--- src/rtl/fetch_unit.sv ---
// Instruction fetch stage: owns the PC, issues in-order word requests and buffers results for decode.
// Optional misaligned-redirect reporting is built when FETCH_MISALIGN_CHECK_EN is defined.
`timescale 1ns/1ps

package core_pkg;
  parameter int Xlen = 32;
  parameter int Ilen = 32;
endpackage

module fetch_unit
  import core_pkg::*;
#(
  parameter logic [Xlen-1:0] ResetPc   = 'h8000_0000,
  parameter int              FifoDepth = 2
) (
  input  logic            clk_i,
  input  logic            rst_ni,
  input  logic            redirect_valid_i,
  input  logic [Xlen-1:0] redirect_pc_i,
  output logic            imem_req_valid_o,
  input  logic            imem_req_ready_i,
  output logic [Xlen-1:0] imem_req_addr_o,
  input  logic            imem_resp_valid_i,
  input  logic [Ilen-1:0] imem_resp_data_i,
  output logic            instr_valid_o,
  input  logic            instr_ready_i,
  output logic [Ilen-1:0] instr_o,
`ifdef FETCH_MISALIGN_CHECK_EN
  output logic            instr_misalign_o,
`endif
  output logic [Xlen-1:0] instr_pc_o
);

  localparam int PtrW = $clog2(FifoDepth);
  localparam int CntW = $clog2(FifoDepth + 1);

  logic                 started_reg;
  logic [Xlen-1:0]      fetch_pc_reg;
  logic [Xlen-1:0]      entry_pc_reg    [FifoDepth];
  logic [Ilen-1:0]      entry_instr_reg [FifoDepth];
  logic [FifoDepth-1:0] entry_filled_reg;
  logic [PtrW-1:0]      head_reg, tail_reg, fill_reg;
  logic [CntW-1:0]      alloc_cnt_reg, pend_cnt_reg, discard_cnt_reg;

  logic            halted;
  logic            misalign_redirect;
  logic [Xlen-1:0] target_pc;
  logic [CntW-1:0] used_slots;
  logic [CntW-1:0] discard_on_redirect;
  logic            accept, resp_fill, resp_drop, pop, fifo_nonempty;

`ifdef FETCH_MISALIGN_CHECK_EN
  logic                 halted_reg;
  logic [FifoDepth-1:0] entry_misalign_reg;

  assign halted            = halted_reg;
  assign target_pc         = redirect_pc_i;
  assign misalign_redirect = redirect_valid_i && (redirect_pc_i[1:0] != 2'b00);
  assign instr_misalign_o  = instr_valid_o && entry_misalign_reg[head_reg];
`else
  assign halted            = 1'b0;
  assign target_pc         = redirect_pc_i & ~Xlen'(3);
  assign misalign_redirect = 1'b0;
`endif

  // Credits come from registered occupancy plus responses still owed to the discard path.
  assign used_slots       = alloc_cnt_reg + discard_cnt_reg;
  assign imem_req_valid_o = started_reg && (used_slots < CntW'(FifoDepth)) && !redirect_valid_i && !halted;
  assign imem_req_addr_o  = fetch_pc_reg;
  assign accept           = imem_req_valid_o && imem_req_ready_i;

  assign resp_drop = imem_resp_valid_i && (discard_cnt_reg != '0);
  assign resp_fill = imem_resp_valid_i && (discard_cnt_reg == '0) && (pend_cnt_reg != '0);
  assign discard_on_redirect = pend_cnt_reg + discard_cnt_reg
                             - CntW'(imem_resp_valid_i && (pend_cnt_reg != '0 || discard_cnt_reg != '0));

  assign fifo_nonempty = (alloc_cnt_reg != '0);
  assign instr_valid_o = fifo_nonempty && entry_filled_reg[head_reg] && !redirect_valid_i;
  assign instr_o       = fifo_nonempty ? entry_instr_reg[head_reg] : '0;
  assign instr_pc_o    = fifo_nonempty ? entry_pc_reg[head_reg]    : '0;
  assign pop           = instr_valid_o && instr_ready_i;

  always_ff @(posedge clk_i or negedge rst_ni) begin
    if (!rst_ni) begin
      started_reg      <= 1'b0;
      fetch_pc_reg     <= ResetPc;
      head_reg         <= '0;
      tail_reg         <= '0;
      fill_reg         <= '0;
      alloc_cnt_reg    <= '0;
      pend_cnt_reg     <= '0;
      discard_cnt_reg  <= '0;
      entry_filled_reg <= '0;
      for (int i = 0; i < FifoDepth; i++) begin
        entry_pc_reg[i]    <= '0;
        entry_instr_reg[i] <= '0;
      end
`ifdef FETCH_MISALIGN_CHECK_EN
      halted_reg         <= 1'b0;
      entry_misalign_reg <= '0;
`endif
    end else begin
      started_reg <= 1'b1;
      if (redirect_valid_i) begin
        fetch_pc_reg     <= target_pc;
        head_reg         <= '0;
        tail_reg         <= '0;
        fill_reg         <= '0;
        alloc_cnt_reg    <= '0;
        pend_cnt_reg     <= '0;
        discard_cnt_reg  <= discard_on_redirect;
        entry_filled_reg <= '0;
`ifdef FETCH_MISALIGN_CHECK_EN
        entry_misalign_reg <= '0;
        halted_reg         <= misalign_redirect;
        // A misaligned target becomes one pre-filled entry that decode sees as a fault.
        if (misalign_redirect) begin
          entry_pc_reg[0]       <= redirect_pc_i;
          entry_instr_reg[0]    <= '0;
          entry_filled_reg[0]   <= 1'b1;
          entry_misalign_reg[0] <= 1'b1;
          tail_reg              <= PtrW'(1);
          fill_reg              <= PtrW'(1);
          alloc_cnt_reg         <= CntW'(1);
        end
`endif
      end else begin
        if (accept) begin
          entry_pc_reg[tail_reg]     <= fetch_pc_reg;
          entry_filled_reg[tail_reg] <= 1'b0;
`ifdef FETCH_MISALIGN_CHECK_EN
          entry_misalign_reg[tail_reg] <= 1'b0;
`endif
          tail_reg     <= tail_reg + 1'b1;
          fetch_pc_reg <= fetch_pc_reg + Xlen'(4);
        end
        // In-order responses always land in the oldest unfilled slot.
        if (resp_fill) begin
          entry_instr_reg[fill_reg]  <= imem_resp_data_i;
          entry_filled_reg[fill_reg] <= 1'b1;
          fill_reg                   <= fill_reg + 1'b1;
        end
        if (resp_drop) begin
          discard_cnt_reg <= discard_cnt_reg - 1'b1;
        end
        if (pop) begin
          head_reg <= head_reg + 1'b1;
        end
        alloc_cnt_reg <= alloc_cnt_reg + CntW'(accept) - CntW'(pop);
        pend_cnt_reg  <= pend_cnt_reg + CntW'(accept) - CntW'(resp_fill);
      end
    end
  end

  wire unused_misalign = misalign_redirect;

`ifndef SYNTHESIS
  resp_has_owner: assert property (@(posedge clk_i) disable iff (!rst_ni)
    imem_resp_valid_i |-> (pend_cnt_reg != '0 || discard_cnt_reg != '0));
`endif

endmodule

--- config.mk ---
export PLATFORM = sky130hd
export DESIGN_NAME = fetch_unit
export DESIGN_NICKNAME = d
export VERILOG_FILES = /design/src/rtl/fetch_unit.sv
export SDC_FILE = /design/constraint.sdc
export NUM_CORES = 1
export LEC_CHECK = 0
export ABC_AREA = 1
export CAP_MARGIN = 0
export CORE_UTILIZATION = 53
export DETAILED_ROUTE_END_ITERATION = 6
export GPL_ROUTABILITY_DRIVEN = 0
export PLACE_DENSITY_LB_ADDON = 0.25
export SKIP_CTS_REPAIR_TIMING = 1
export SLEW_MARGIN = 10
export SYNTH_ARGS = -nofsm -noshare
export SYNTH_HDL_FRONTEND = slang
export SYNTH_SLANG_ARGS = --single-unit
--- constraint.sdc ---
create_clock -name clk_i -period 2.51 [get_ports clk_i]
set_input_delay 0.6275 -clock clk_i [delete_from_list [all_inputs] [get_ports clk_i]]
set_output_delay 0.6275 -clock clk_i [all_outputs]
set_load 0.02 [all_outputs]
==> flow_summary.ini <==
[logic_synthesis]
ys_ff_latch = 166
netlist_instances = 1150
syn_area_mm2 = 0.00872
synth_top_area_cell = dfrtp_1
netlist.area_leader.share_pct = 47.3
ys_types = 35
ys_seq_area_share_pct = 47.6
syn_area_per_cell_um2 = 7.59
yosysWarningCount = 0
synth_area_leaders = dfrtp_1, nand2_1, inv_1

[sta]
min_period_over_period_pct = 96.5
fmax_mhz = 413
setup_violations = 0
rsz0062_at_grt = no
finalHoldViolCount = 0
relSlewSlack_pct = 65.5
hold_slack_ps = 142
setup_ws_ps = 88.3
tightestPinTransition_ps = 518
fin_setup_tns_ps = 0
timing.final.crit_period_ps = 2420
clock_skew_ps = 7.49
maxSlewViolCount = 0

[power_and_ir_drop]
report.power.total_mw = 8.31
swShare_pct = 32.4
power_density_mw_per_mm2 = 736
netSwitchingPower_mw = 2.69
p_int_mw = 5.62
combPwrFrac_pct = 24.4
vdd_drop_max_mv = 0.525
clockPowerShare_pct = 30.8
p_leak_nw = 6.30
pwr-share-seq_pct = 44.8

[cts]
clkLatencyLatePin_ps = 430
cts-root-buf = clkbuf_16
cts_buffer_depth = 2
cts_htree_levels = 4
cts_sinks = 166
numCtsBuffers = 17
clk_pin_slew_ps = 70
cts_tree = built

[setup_path]
crit_fanout = 13
worst-r2r-cell-count = 11
crit_path_start_kind = flop
max_stage_delay_ps = 440
path_buf_inv = 3
crit_start = head_reg
critPathKind = reg -> out
path_delay_family = buffers and inverters
cp.depth = 5
worstPathRequired_ps = 1880
path_cells = inv_2 -> buf_4 -> nand2_1 -> a21oi_1 -> dlymetal6s2s_1
cp-endpoint = instr_pc_o[16]
cp.arrival_ps = 1790
cp_slowest_cell = dfrtp_2
r2r_slack_ps = 420
end_kind = output pin
r2r-end = alloc_cnt_reg[1]
r2r-start = head_reg

[place]
port_buffers = 161
dpl.cell_count = 1492
dp.final_hpwl_um = 15200
pre_cts_ws_ps = -138
placed_area_mm2 = 0.0105

[layout]
final_common_cell = nand2_1
nets = 1375
fin_area_mm2 = 0.0113
num_antenna_cells = 0
syn2layout_area_growth_pct = 29.4
largest_reg_flops = 64
instances_no_fill = 1526
fin_util_pct = 70.6
final_cell_mix = nand2_1, dfrtp_1, inv_1
drive_gt1_share_pct = 8.17

[floorplanning]
die_area_mm2 = 0.0170
initial_utilization_pct = 54.5
die_h_um = 130
dieWidth_um = 130
core_area_mm2 = 0.0160
rows = 46
ios = 168

[detailed_routing]
vias = 7926
drc = 0
drt-initial-drc-count = 659
routed_wl_um = 22900
wl_per_cell_um = 15.0
first_pass_iters = 5
ant_nets = 0
vias_per_cell = 5.19

[run_status]
status = complete, no violations

[global_route]
overflow = 0
first_global_vias = 7346
grt.total_usage_pct = 27.6
grt_pass1_wl_um = 36000
antenna_found_initial = 0
grt_max_degree = 67

[run]
cap_violations = 0

[min_path]
worst_hold_path_type = in -> async
[per-layer routing]
metal	routed length, µm	vias to the layer above	global-route usage, %	part of all wire [%]
li1	-	3918	-	-
met1	10300	3718	39.1	45
met2	10700	263	43.3	47
met3	1530	27	5.33	6.7
met4	323	0	7.93	1.4
met5	0	-	0	0
[how the worst min path moves through the flow]
stage | slack, ps | cells past startpoint | to | from
final | 140 | 1 | entry_instr_reg[12] | rst_ni
after global routing | 170 | 1 | entry_instr_reg[12] | rst_ni
after CTS | 150 | 1 | entry_instr_reg[12] | rst_ni
after global placement | 460 | 2 | entry_instr_reg[8] | entry_instr_reg[8]
after detailed placement | 470 | 2 | entry_pc_reg[58] | entry_pc_reg[58]
after floorplan | 330 | 0 | alloc_cnt_reg[0] | rst_ni
[cell type report]
| type | instances | area, µm² |
|---|---|---|
| multi-input combinational | 822 | 3760 |
| clock buffer | 21 | 460 |
| fill | 1318 | 4710 |
| sequential | 166 | 4160 |
| inverter | 103 | 392 |
| timing repair buffer | 187 | 2140 |
| tap | 216 | 270 |
| clock inverter | 11 | 118 |
[power by group through the flow]
stage	Sequential [mW]	Clock [mW]	Combinational (mW)
global route	3.80	2.70	2.30
CTS	3.71	2.59	2.02
finish	3.72	2.55	2.03
floorplan	3.73	0	1.28
global placement	3.73	0	1.93
detailed placement	3.76	0	2.00
[kinds of logic after synthesis]
group	count (synthesis)	share of synthesized area, %
buffers and inverters	165	9.45
other	2	0.0861
AND/OR/NAND/NOR	595	28.1
XOR/XNOR	7	0.703
adder cells (fa/ha/maj)	8	1.15
flip-flops	166	47.6
AO/OA/AOI/OAI	207	12.9
[Yosys cell counts]
cell type	instances
xnor2_1	4
buf_2	6
nand2_2	1
inv_1	100
nor3_4	1
buf_1	5
xor2_1	3
clkbuf_2	1
a21oi_1	62
o21ai_1	58
buf_12	1
nor2_2	2
nor2_4	2
o21ai_2	23
nand2_1	457
nand2_4	2
nand2b_1	2
nor2_1	58
dfrtp_1	165
inv_2	3
buf_4	9
ha_1	8
nor2_8	1
dfstp_2	1
nand3_1	55
o21ai_0	64
conb_1	2
nand4_2	1
buf_6	18
nand3_2	7
clkbuf_1	21
buf_8	1
or2_2	2
nand3_4	1
nand4_1	3
(Power assumes the default switching activity.)
